`config.mk`:
```
export PLATFORM = sky130hd
export DESIGN_NAME = fetch_unit
export DESIGN_NICKNAME = d
export VERILOG_FILES = /design/src/rtl/fetch_pkg.sv /design/src/rtl/fetch_queue.sv /design/src/rtl/fetch_unit.sv
export SDC_FILE = /design/constraint.sdc
export NUM_CORES = 1
export LEC_CHECK = 0
export ABC_AREA = 1
export BUFFER_PORTS_ARGS = -buffer_cell sky130_fd_sc_hd__buf_2
export CORE_ASPECT_RATIO = 2
export CORE_MARGIN = 2
export CORE_UTILIZATION = 35
export DETAILED_ROUTE_END_ITERATION = 6
export PLACE_DENSITY_LB_ADDON = 0.05
export SETUP_SLACK_MARGIN = 0.02
export SLEW_MARGIN = 10
export SYNTH_ARGS = -nofsm -noshare
export SYNTH_HDL_FRONTEND = slang
export SYNTH_SLANG_ARGS = --single-unit
```
`constraint.sdc`:
```
create_clock -name clk -period 7.7 [get_ports clk]
set_clock_uncertainty 0.15 [all_clocks]
set_input_delay 0.77 -clock clk [delete_from_list [all_inputs] [get_ports clk]]
set_output_delay 0.77 -clock clk [all_outputs]
set_load 0.01 [all_outputs]
```
`src/rtl/fetch_pkg.sv`:
```
// Shared types and constants for the instruction fetch unit and its queue.
package fetch_pkg;

    localparam int INSTR_W = 32;
    localparam logic [31:0] DEFAULT_RESET_PC = 32'h0000_0000;

    typedef enum logic [1:0] {
        ST_BOOT  = 2'd0,
        ST_RUN   = 2'd1,
        ST_FAULT = 2'd2
    } fetch_state_t;

    // Queue entry layout: {pc, instr}.
    typedef struct packed {
        logic [31:0]        pc;
        logic [INSTR_W-1:0] instr;
    } fetch_entry_t;

endpackage

```
`src/rtl/fetch_queue.sv`:
```
// Small circular FIFO between fetch and decode; flush empties it in one cycle.
module fetch_queue #(
    parameter int QDEPTH = 2,
    parameter int W      = 64,
    localparam int PW    = (QDEPTH > 1) ? $clog2(QDEPTH) : 1,
    localparam int CW    = $clog2(QDEPTH + 1)
) (
    input  logic          clk,
    input  logic          rst_n,
    input  logic          push,
    input  logic          pop,
    input  logic          flush,
    input  logic [W-1:0]  push_data,
    output logic [CW-1:0] count,
    output logic [W-1:0]  head_data
);

    logic [W-1:0]  mem [QDEPTH];
    logic [PW-1:0] rd_ptr;
    logic [PW-1:0] wr_ptr;
    logic          do_pop;
    logic          do_push;

    function automatic logic [PW-1:0] next_ptr(input logic [PW-1:0] p);
        if (p == PW'(QDEPTH - 1)) return '0;
        return p + PW'(1);
    endfunction

    assign do_pop    = pop && (count != '0);
    // A push into a full queue is only legal when the head leaves this cycle.
    assign do_push   = push && ((count != CW'(QDEPTH)) || do_pop);
    assign head_data = mem[rd_ptr];

    always_ff @(posedge clk) begin
        if (!rst_n) begin
            rd_ptr <= '0;
            wr_ptr <= '0;
            count  <= '0;
        end else if (flush) begin
            rd_ptr <= '0;
            wr_ptr <= '0;
            count  <= '0;
        end else begin
            if (do_push) wr_ptr <= next_ptr(wr_ptr);
            if (do_pop)  rd_ptr <= next_ptr(rd_ptr);
            case ({do_push, do_pop})
                2'b10:   count <= count + CW'(1);
                2'b01:   count <= count - CW'(1);
                default: count <= count;
            endcase
        end
    end

    always_ff @(posedge clk) begin
        if (rst_n && !flush && do_push) mem[wr_ptr] <= push_data;
    end

endmodule

```
`src/rtl/fetch_unit.sv`:
```
// Instruction fetch: sequential PC, redirect handling and a short queue to decode.
//
//   state    | meaning
//   ---------+-----------------------------------------------------------
//   ST_BOOT  | one idle cycle after reset, imem_addr held at RESET_PC
//   ST_RUN   | fetching; pushes into the queue whenever a slot is free
//   ST_FAULT | misaligned redirect seen; fetch frozen until reset
module fetch_unit
    import fetch_pkg::*;
#(
    parameter int          DEPTH    = 256,
    parameter logic [31:0] RESET_PC = DEFAULT_RESET_PC,
    parameter int          QDEPTH   = 2,
    localparam int         AW       = $clog2(DEPTH),
    localparam int         CW       = $clog2(QDEPTH + 1)
) (
    input  logic               clk,
    input  logic               rst_n,
    output logic [AW-1:0]      imem_addr,
    input  logic [INSTR_W-1:0] imem_rdata,
    input  logic               redirect_valid,
    input  logic [31:0]        redirect_pc,
    output logic               out_valid,
    input  logic               out_ready,
    output logic [INSTR_W-1:0] out_instr,
    output logic [31:0]        out_pc,
    output logic [31:0]        out_pc_plus4,
    output logic               misalign_err
);

    fetch_state_t state;
    fetch_state_t next_state;
    logic [31:0]  pc;
    logic [31:0]  pc_next;
    logic         err_next;
    logic         push;
    logic         pop;
    logic         flush;
    logic [CW-1:0] count;
    fetch_entry_t push_entry;
    fetch_entry_t head_entry;

    always_ff @(posedge clk) begin
        if (!rst_n) begin
            state        <= ST_BOOT;
            pc           <= RESET_PC;
            misalign_err <= 1'b0;
        end else begin
            state        <= next_state;
            pc           <= pc_next;
            misalign_err <= err_next;
        end
    end

    always_comb begin
        next_state = state;
        pc_next    = pc;
        err_next   = misalign_err;
        push       = 1'b0;
        flush      = 1'b0;
        case (state)
            ST_BOOT: next_state = ST_RUN;
            ST_RUN: begin
                if (redirect_valid) begin
                    flush = 1'b1;
                    if (redirect_pc[1:0] != 2'b00) begin
                        err_next   = 1'b1;
                        next_state = ST_FAULT;
                    end else begin
                        pc_next = redirect_pc;
                    end
                end else if ((count < CW'(QDEPTH)) || ((count == CW'(QDEPTH)) && pop)) begin
                    push    = 1'b1;
                    pc_next = pc + 32'd4;
                end
            end
            ST_FAULT: next_state = ST_FAULT;
            default:  next_state = ST_BOOT;
        endcase
    end

    // Reset is folded in so decode sees no stale head while rst_n is low.
    assign out_valid = rst_n && (state == ST_RUN) && (count != '0);
    assign pop       = out_valid && out_ready;
    assign imem_addr = (!rst_n || state == ST_BOOT) ? RESET_PC[AW+1:2] : pc[AW+1:2];

    assign push_entry.pc    = pc;
    assign push_entry.instr = imem_rdata;

    fetch_queue #(
        .QDEPTH (QDEPTH),
        .W      ($bits(fetch_entry_t))
    ) u_queue (
        .clk       (clk),
        .rst_n     (rst_n),
        .push      (push),
        .pop       (pop),
        .flush     (flush),
        .push_data (push_entry),
        .count     (count),
        .head_data (head_entry)
    );

    assign out_instr    = head_entry.instr;
    assign out_pc       = head_entry.pc;
    assign out_pc_plus4 = head_entry.pc + 32'd4;

endmodule

```
==> metrics <==
GRT Total Usage 0.185; syn nets 1025; number of global-route vias before repair approximately 6600; Max stage delay on crit path about 730 ps; RD Place Congestion roughly 0.9; vias per inst approximately 4.6; FFs w/ async S/R, synth 0; Critical Path RT ~6800 ps; status complete, no violations; crit path DAT approximately 3400 ps; # setup viols final 0; share of layout cells above drive strength 1 0.285; Setup crit end kind primary output; Seq/Total Area, Yosys 0.536; total negative slack 0 ps; Iter 0 DRT Violations 287; Worst-Skew Late Latency ~450 ps; Tcrit/Tclk final 0.556; largest net degree at the start of global routing 70; # rows about 80; Hold Vio Cnt, Final 0; num ports 174; grt ovf 0; critical path's slowest cell buf_4; # clock sinks around 170; # fillers between 2000 and 2500; Hold-fix buffers, CTS 0; Peak VDD IR around 98 uV; slew of the pin with the lowest slew margin ~900 ps; Routed WL 23.7 mm; predominant post-synthesis flop cell edfxtp_1; Buffers on Ports ~170; critical path class register to primary output; Yosys cell types 46; Resized Gates After CTS 0; TritonCTS clock tree built; synthesized cell area between 0.008 and 0.009 mm^2; Max Cap Viol 0; core footprint 0.0244 mm^2; initial antenna violation count 0; Cells after Synth about 950; First-pass DRT Iterations 4; number of synthesized flops with an enable pin 128; Area Overhead vs Synth 19.8%; number of inserted diodes 0; Tmin final approximately 4300 ps; CP Max Fanout slightly below 70; max_slew headroom 0.402; post-route ant nets 0; Root Driver clkbuf_16; first-pass GRT wire length about 35 mm; Worst-path clk slew approximately 60 ps; Yosys warning count 0; Total Die Area 0.0261 mm^2; DIE WIDTH ~120 um; die height ~230 um; maximum root-to-sink buffer count 2; H-tree depth 4; area of placed instances 0.00979 mm^2; worst hold-check path type register to register; starting density of the core 0.355; Slew Viols, Final 0; FMAX 233 MHz; Most common cell on crit path nand2_1; critical path launch point type register; worst-path cell chain buf_4, o21ai_1, nor2_1, nand2_1, nor2_2, nor2b_2, nand2_1, nand2_1, nand2_1, buf_2; syn_area_per_cell 9.10 um^2; RSZ-0062 raised after global routing false; nets@finish 1192; Setup Fix Bufs, Post-CTS 0; total CTS buffers 17; Remaining DRCs 0; #FFs+latches synth between 150 and 200; Wirelength per Cell around 16 um; Leak approximately 4 nW; post-DP HPWL between 15 and 20 mm; final instance area 0.0104 mm^2; Via Count slightly below 7000; Pwr Density 230 mW/mm^2
-- registers in the layout (all words and copies together), names as in the netlist, named ones only --
name            flops
u_queue.rd_ptr      1
state               2
u_queue.count       2
u_queue.mem       128
pc                 32
u_queue.wr_ptr      1
misalign_err        1
-- area by class of cell --
cell class,instances,area [um^2],area share
clock buffer,21,470,0.0453
clock inverter,11,113,0.0109
inverter,119,447,0.0431
multi-input combinational,636,3390,0.326
sequential,168,4650,0.448
tap,332,415,0.0400
timing repair buffer,177,896,0.0863
-- routing by layer --
layer	vias to the layer above	track usage	part of all wire	wire length, um
met5	-	0	0	0
met4	0	0.113	0.054	1270
met3	61	0.0396	0.042	1000
met1	3055	0.173	0.35	8270
met2	189	0.354	0.56	13200
li1	3441	-	-	-
-- critical path: cells and delay by family (launching register included) --
kind            cells  cell delay (ps)
simple gates        7              980
compound gates      1              360
buf+inv             2              870
flops               1              670
-- logic make-up (layout without fill, tap and decap cells) --
kind of cell / after synthesis / count (layout) / share of synthesized area
AOI/OAI and AO/OA: 109 / 109 / 0.0752
xor gates and xnor gates: 22 / 22 / 0.0222
adders and majority gates: 5 / 5 / 0.00722
buffers and inverters: 148 / 328 / 0.0745
DFF: 168 / 168 / 0.536
muxes: 35 / 35 / 0.0453
and+or+nand+nor: 465 / 465 / 0.239
-- synth_stat cells (all sizes together), types with 2 or more instances --
library cell,n,area share
xnor2,3,0.0030
nand3b,2,0.0017
inv,117,0.051
nand3,50,0.030
mux2,34,0.044
ha,5,0.0072
buf,21,0.019
o21ai,53,0.040
nor3,10,0.0090
a21oi,51,0.032
clkbuf,8,0.0035
or2,2,0.0014
o22ai,2,0.0014
nand2,243,0.11
edfxtp,128,0.44
dfxtp,40,0.092
and2,2,0.0017
nand4,6,0.0043
xor2,19,0.019
nor2,148,0.077
clkinv,2,0.00087
-- metrics by stage --
stage                      util  instances  total power, mW  worst slack (ps)  hold WS (ps)
after floorplan               -        952             1.41              1210           272
after global routing      0.425       1464             2.50              3090           323
after global placement    0.401       1432             1.56              3770           282
final                     0.425       1464             2.38              3420           296
after detailed placement  0.401       1432             1.57              3790           291
after CTS                 0.425       1464             2.41              3300           300
-- worst paths after layout --
check,from,end,slack [ps],cells after the start
worst max-delay path,register,out_pc_plus4[30],3420,10
worst min-delay path,pc[1]$_SDFFE_PN0P_,pc[1]$_SDFFE_PN0P_,300,2
worst max register to register,state[1]$_SDFFE_PN0P_,pc[2]$_SDFFE_PN0P_,4720,9
worst min register to register,pc[1]$_SDFFE_PN0P_,pc[1]$_SDFFE_PN0P_,300,2
-- cell usage in the layout, fill, tap and decap left out, types with 2 or more instances in the layout --
cell and n:
a21oi_1 48, a21oi_2 2, buf_2 173, buf_4 4, clkbuf_16 17, clkbuf_8 3, clkinv_1 2, clkinv_4 3
clkinvlp_4 4, dfxtp_1 39, edfxtp_1 128, ha_1 5, inv_1 111, inv_2 6, inv_6 3, mux2_2 34
nand2_1 229, nand2_2 11, nand2_4 3, nand3_1 49, nand3b_1 2, nand4_1 6, nor2_1 118, nor2_2 22
nor2_4 8, nor3_1 6, nor3_2 2, nor3_4 2, o21ai_0 31, o21ai_1 5, o21ai_2 15, o21ai_4 2
o22ai_1 2, or2_2 2, xnor2_1 3, xor2_1 19
-- report_power, final --
part | total [mW] | internal [mW] | switching (mW)
Sequential | 1.13 | 1.06 | 0.0654
Clock | 0.843 | 0.475 | 0.369
Combinational | 0.409 | 0.143 | 0.267
Total | 2.38 | 1.68 | 0.700
Note: power is estimated with default switching activity, not from simulation.
